[config.mk]
export PLATFORM = sky130hd
export DESIGN_NAME = super_register_param
export DESIGN_NICKNAME = d
export VERILOG_FILES = /design/src/rtl/super_register_param.sv
export SDC_FILE = /design/constraint.sdc
export NUM_CORES = 1
export LEC_CHECK = 0
export ABC_CLOCK_PERIOD_IN_PS = 2400
export CORE_MARGIN = 2
export CORE_UTILIZATION = 45
export CTS_CLUSTER_SIZE = 30
export DETAILED_ROUTE_END_ITERATION = 12
export PLACE_DENSITY = 0.69
export SYNTH_ARGS = -nofsm -noshare
export SYNTH_HDL_FRONTEND = slang
export SYNTH_SLANG_ARGS = --single-unit
export TNS_END_PERCENT = 50
[constraint.sdc]
create_clock -name clk -period 2.4 [get_ports clk]
set_clock_uncertainty 0.1 [all_clocks]
set_input_delay 0.36 -clock clk [delete_from_list [all_inputs] [get_ports clk]]
set_output_delay 0.36 -clock clk [all_outputs]
set_load 0.01 [all_outputs]
[src/rtl/super_register_param.sv]
// super_register_param: multi-function WIDTH-bit datapath register.
// Load/hold/shift/rotate/asr/clear/modulo count in one cycle; multi-bit shifts
// run serially one bit per enabled cycle under a busy flag.
// Build option: define SUPER_REG_SATURATE_EN to make count_up/count_down
// saturate at CNT_MAX / 0 instead of wrapping. Ports are the same either way.
module super_register_param #(
    parameter int WIDTH   = 8,
    parameter int CNT_MAX = (2**WIDTH) - 1,
    parameter int AMT_W   = 3
) (
    input  logic             clk,
    input  logic             rst,
    input  logic             en,
    input  logic [3:0]       operation,
    input  logic [WIDTH-1:0] in_data,
    input  logic             in_shift_right,
    input  logic             in_shift_left,
    input  logic [AMT_W-1:0] shift_amt,
    output logic [WIDTH-1:0] out_data,
    output logic             flag,
    output logic             busy,
    output logic             zero
);

    localparam logic [WIDTH-1:0] TOP = WIDTH'(CNT_MAX);

    localparam logic [3:0] OP_LOAD  = 4'd0;
    localparam logic [3:0] OP_SHR   = 4'd1;
    localparam logic [3:0] OP_SHL   = 4'd2;
    localparam logic [3:0] OP_ROTR  = 4'd3;
    localparam logic [3:0] OP_ROTL  = 4'd4;
    localparam logic [3:0] OP_STORE = 4'd5;
    localparam logic [3:0] OP_CUP   = 4'd6;
    localparam logic [3:0] OP_CDN   = 4'd7;
    localparam logic [3:0] OP_ASR   = 4'd8;
    localparam logic [3:0] OP_MSHR  = 4'd9;
    localparam logic [3:0] OP_MSHL  = 4'd10;
    localparam logic [3:0] OP_CLR   = 4'd11;

    typedef enum logic {IDLE, SHIFT} state_t;

    state_t           state_q, state_d;
    logic [AMT_W-1:0] rem_q, rem_d;
    logic             dir_q, dir_d;     // 1 = left, 0 = right
    logic [WIDTH-1:0] data_q, data_d;
    logic             flag_q, flag_d;

    // Single-bit shift results using the serial inputs live this cycle
    logic [WIDTH-1:0] shr_val, shl_val;
    assign shr_val = {in_shift_right, data_q[WIDTH-1:1]};
    assign shl_val = {data_q[WIDTH-2:0], in_shift_left};

    // State register; en=0 holds everything including the FSM
    always_ff @(posedge clk) begin
        if (rst) begin
            state_q <= IDLE;
            rem_q   <= '0;
            dir_q   <= 1'b0;
            data_q  <= '0;
            flag_q  <= 1'b0;
        end else if (en) begin
            state_q <= state_d;
            rem_q   <= rem_d;
            dir_q   <= dir_d;
            data_q  <= data_d;
            flag_q  <= flag_d;
        end
    end

    // Next-state: op decode in IDLE, serial stepping in SHIFT
    always_comb begin
        state_d = state_q;
        rem_d   = rem_q;
        dir_d   = dir_q;
        data_d  = data_q;
        flag_d  = 1'b0;
        case (state_q)
            IDLE: begin
                case (operation)
                    OP_LOAD: data_d = in_data;
                    OP_SHR: begin
                        data_d = shr_val;
                        flag_d = data_q[0];
                    end
                    OP_SHL: begin
                        data_d = shl_val;
                        flag_d = data_q[WIDTH-1];
                    end
                    OP_ROTR: begin
                        data_d = {data_q[0], data_q[WIDTH-1:1]};
                        flag_d = data_q[0];
                    end
                    OP_ROTL: begin
                        data_d = {data_q[WIDTH-2:0], data_q[WIDTH-1]};
                        flag_d = data_q[WIDTH-1];
                    end
                    OP_STORE: data_d = data_q;
                    OP_CUP: begin
                        if (data_q >= TOP) begin
`ifdef SUPER_REG_SATURATE_EN
                            data_d = TOP;
`else
                            data_d = '0;
`endif
                            flag_d = 1'b1;
                        end else begin
                            data_d = data_q + WIDTH'(1);
                        end
                    end
                    OP_CDN: begin
                        if (data_q == '0) begin
`ifdef SUPER_REG_SATURATE_EN
                            data_d = '0;
`else
                            data_d = TOP;
`endif
                            flag_d = 1'b1;
                        end else begin
                            data_d = data_q - WIDTH'(1);
                        end
                    end
                    OP_ASR: begin
                        data_d = {data_q[WIDTH-1], data_q[WIDTH-1:1]};
                        flag_d = data_q[0];
                    end
                    OP_MSHR, OP_MSHL: begin
                        // First bit goes on this edge; the rest continue in SHIFT
                        if (shift_amt != '0) begin
                            dir_d  = (operation == OP_MSHL);
                            data_d = (operation == OP_MSHL) ? shl_val : shr_val;
                            flag_d = (operation == OP_MSHL) ? data_q[WIDTH-1] : data_q[0];
                            rem_d  = shift_amt - AMT_W'(1);
                            if (shift_amt != AMT_W'(1))
                                state_d = SHIFT;
                        end
                    end
                    OP_CLR: data_d = '0;
                    default: data_d = data_q;
                endcase
            end
            SHIFT: begin
                data_d = dir_q ? shl_val : shr_val;
                flag_d = dir_q ? data_q[WIDTH-1] : data_q[0];
                rem_d  = rem_q - AMT_W'(1);
                if (rem_q == AMT_W'(1))
                    state_d = IDLE;
            end
            default: state_d = IDLE;
        endcase
    end

    assign out_data = data_q;
    assign flag     = flag_q;
    assign busy     = (state_q == SHIFT);
    assign zero     = (data_q == '0);

endmodule

==> impl_metrics.env, run 1 <==
export IMPL_vdd_ir_drop_worst_mv=0.2317
export IMPL_fin_ws_ns=0.1290
export IMPL_wl_per_cell_um=17.75
export IMPL_crit_arrival_ns=1.81
export IMPL_worst_hold_slack_ns=0.3966
export IMPL_ios=31
export IMPL_hold_viol=0
export IMPL_period_share_pct=94.63
export IMPL_clk_pin_slew_worst_paths_ns=0.07
export IMPL_slew_headroom_pct=59.18
export IMPL_coreArea_um2=4029
export IMPL_fin_cells=355
export IMPL_synth_area_per_cell_um2=7.167
export IMPL_cts_inserted_buffers=3
export IMPL_nets=333
export IMPL_seq_area_frac_synth_pct=14.76
export IMPL_critPathLaunchType="flop"
export IMPL_worstPathCellList="inv_1, ha_1, nor2b_1, nand4_1, inv_1, clkdlybuf4s50_1"
export IMPL_clkLatencyLatePin_ns=0.25
export IMPL_status="complete, no violations"
export IMPL_power_density_nw_per_um2=404.8
export IMPL_fillers=383
export IMPL_hold_path_endpoint="rem_q[2]"
export IMPL_ff_latch_area_um2=280.3
export IMPL_vias_per_cell=6.349
export IMPL_cts_resized=0
export IMPL_overflow=0
export IMPL_drive_above_1_share_pct=15.08
export IMPL_async_flop_share_pct=0
export IMPL_dpl_cell_area_um2=2390
export IMPL_grt_pass1_wl_um=9915
export IMPL_worstRegToRegCells=7
export IMPL_synth_edf_count=0
export IMPL_dp_hpwl_um=4726
export IMPL_power_mw=0.9897
export IMPL_multi_input_area_um2=1436
export IMPL_postRouteAntennaNets=0
export IMPL_grt_pass1_vias=2062
export IMPL_grt_max_degree=24
export IMPL_holdPathStages=2
export IMPL_fmax_mhz=440.3
export IMPL_numPortBuffers=30
export IMPL_die_x_um=68.97
export IMPL_finalInstanceArea_um2=2445
export IMPL_ys_warn_count=0
export IMPL_preCtsSetupSlack_ns=-0.09294
export IMPL_maxCapViolations=0
export IMPL_reg2reg_from="out_data[1]"
export IMPL_syn_nets=292
export IMPL_synth_distinct_cells=68
export IMPL_die_area_um2=4756
export IMPL_cts_root_buf="clkbuf_8"
export IMPL_clock_sinks=14
export IMPL_diodes=0
export IMPL_route_detailed_drc=0
export IMPL_max_stage_delay_ns=0.53
export IMPL_crit_top_cell="inv_1"
export IMPL_fin_crit_ns=2.271
export IMPL_dr_pass1_iters=6
export IMPL_tightestPinTransition_ns=0.6103
export IMPL_placed_cells=351
export IMPL_gp_congestion=0.9768
export IMPL_worstSetupPathType="reg -> out"
export IMPL_h_tree_depth=1
export IMPL_synth_cell_area_um2=1899
export IMPL_vias=2254
export IMPL_cp_end_kind="output pin"
export IMPL_p_leak_nw=0.9273
export IMPL_grt_usage_pct=28.05
export IMPL_drt_initial_drc_count=226
export IMPL_r2r_end="out_data[4]"
export IMPL_rsz0062_at_grt="false"
export IMPL_cp_required_ns=1.94
export IMPL_cp_max_fo=3
export IMPL_area_growth_pct=28.72
export IMPL_fp_dieH_um=68.97
export IMPL_clockBufferDepth=2
export IMPL_rrSetupSlack_ns=0.30
export IMPL_totalWireLength_um=6301
export IMPL_min_path_type="reg -> reg"
export IMPL_setup_viol=0
export IMPL_start_util_pct=47.14
export IMPL_cts_setup_buffers=0
export IMPL_synth_seq_cells=14
export IMPL_final_max_slew_viol_count=0
export IMPL_rows=23
export IMPL_synth_flop_cell="dfxtp_1"
export IMPL_cp_slowest_cell="clkdlybuf4s50_1"
export IMPL_holdBufCountCts=0
export IMPL_syn_instance_count=265
export IMPL_antenna_found_initial=0
export IMPL_hold_start="rem_q[2]"
export IMPL_cts_tree="done"
## layout by cell type, fill, tap and decap left out, types with 4 or more instances in the layout
| cell | n |
|---|---|
| inv_1 | 16 |
| nor2b_1 | 4 |
| clkdlybuf4s50_1 | 30 |
| xnor2_1 | 5 |
| nand4_1 | 4 |
| nor3_1 | 4 |
| o21ai_0 | 19 |
| nand2b_1 | 5 |
| dfxtp_1 | 14 |
| nand2_1 | 20 |
| nand3_1 | 9 |
| o211ai_1 | 4 |
| clkbuf_8 | 4 |
| a31oi_1 | 4 |
| mux2i_1 | 10 |
| ha_1 | 7 |
| nor2_1 | 24 |
| a21oi_1 | 17 |
| a311oi_1 | 5 |
| buf_4 | 28 |
## per-stage QoR
stage / setup TNS [ns] / utilization [%]
final: 0 / 60.68
after CTS: 0 / 60.68
after floorplan: 0 / -
after detailed placement: -0.09380 / 59.32
after global placement: -0.05286 / 59.32
after global routing: 0 / 60.68
## logic make-up (layout without fill, tap and decap cells)
family / after synthesis / in the layout / synth area share [%]
AND/OR/NAND/NOR: 94 / 94 / 26.42
AO/OA/AOI/OAI: 90 / 90 / 34.45
buffers and inverters: 40 / 80 / 9.618
flip-flops: 14 / 14 / 14.76
multiplexers: 12 / 12 / 6.456
XOR/XNOR: 8 / 8 / 3.689
adder cells (fa/ha/maj): 7 / 7 / 4.611
## worst max-delay path by stage
stage	cells past startpoint	endpoint	startpoint
detailed placement	8	out_data[7]	shift_amt[0]
finish	6	zero	out_data[1]
global placement	8	out_data[7]	shift_amt[0]
global route	6	zero	out_data[1]
floorplan	8	out_data[4]	out_data[1]
CTS	6	zero	out_data[1]
## routing by layer
layer,vias to the layer above,global-route usage (%),share of wire [%]
met5,-,0,0
met4,0,13.24,4.1
met3,34,5.519,8.8
met2,125,46.03,47
met1,1026,35.09,40
li1,1069,-,-
## sequential cells by signal, summed over array words and instances, names as in the netlist
signal,cells
rem_q,3
flag,1
out_data,8
busy,1
dir_q,1
## report_power, final
part           total (mW)  leakage (nW)  switching [mW]  internal [mW]
sequential          0.269         0.115          0.0200          0.249
combinational       0.473         0.784           0.249          0.225
clock               0.247        0.0288           0.101          0.146
total               0.990         0.927           0.370          0.619
## worst max-delay path, delay by kind of cell (launching register included)
family,cells,cell delay [ns]
DFF,1,0.31
and+or+nand+nor,2,0.38
buffers and inverters,3,0.72
adders and majority gates,1,0.16
## final cells by class
cell class	instances	area share (%)
timing repair buffer	60	22.52
sequential	14	11.46
multi-input combinational	211	58.75
tap	50	2.559
clock buffer	4	2.252
inverter	16	2.457
## cells in the mapped netlist (2+ instances only)
| library cell | n | area share, % |
|---|---|---|
| a211oi_1 | 3 | 1.2 |
| a21oi_1 | 17 | 4.5 |
| a311oi_1 | 5 | 2.3 |
| a31oi_1 | 4 | 1.3 |
| a32oi_1 | 3 | 1.4 |
| and3_1 | 2 | 0.66 |
| buf_2 | 11 | 2.9 |
| buf_6 | 2 | 1.2 |
| clkbuf_1 | 10 | 2.0 |
| dfxtp_1 | 14 | 15 |
| ha_1 | 7 | 4.6 |
| inv_1 | 16 | 3.2 |
| mux2_2 | 2 | 1.2 |
| mux2i_1 | 10 | 5.3 |
| nand2_1 | 20 | 4.0 |
| nand2b_1 | 5 | 1.6 |
| nand3_1 | 9 | 2.4 |
| nand3b_1 | 2 | 0.79 |
| nand4_1 | 4 | 1.3 |
| nand4b_1 | 2 | 0.92 |
| nor2_1 | 24 | 4.7 |
| nor2b_1 | 4 | 1.3 |
| nor3_1 | 4 | 1.1 |
| nor4_1 | 3 | 0.99 |
| o211ai_1 | 4 | 1.6 |
| o21a_1 | 2 | 0.79 |
| o21ai_0 | 19 | 5.0 |
| o21bai_1 | 3 | 1.2 |
| o221a_2 | 2 | 1.2 |
| o221ai_1 | 2 | 0.92 |
| o2bb2ai_1 | 2 | 0.92 |
| o31ai_1 | 3 | 1.2 |
| o32ai_1 | 2 | 0.92 |
| or3_1 | 3 | 0.99 |
| xnor2_1 | 5 | 2.3 |
| xor2_1 | 3 | 1.4 |
(Power assumes the default switching activity.)
==> run 2: changes to the inputs <==
--- a/config.mk
+++ b/config.mk
@@ -10,6 +10,7 @@
 export CORE_UTILIZATION = 45
 export CTS_CLUSTER_SIZE = 30
 export DETAILED_ROUTE_END_ITERATION = 12
+export HOLD_SLACK_MARGIN = 0.02
 export PLACE_DENSITY = 0.69
 export SYNTH_ARGS = -nofsm -noshare
 export SYNTH_HDL_FRONTEND = slang
==> results of run 2 <==
Final layout, timing and power as in run 1 (identical DEF).
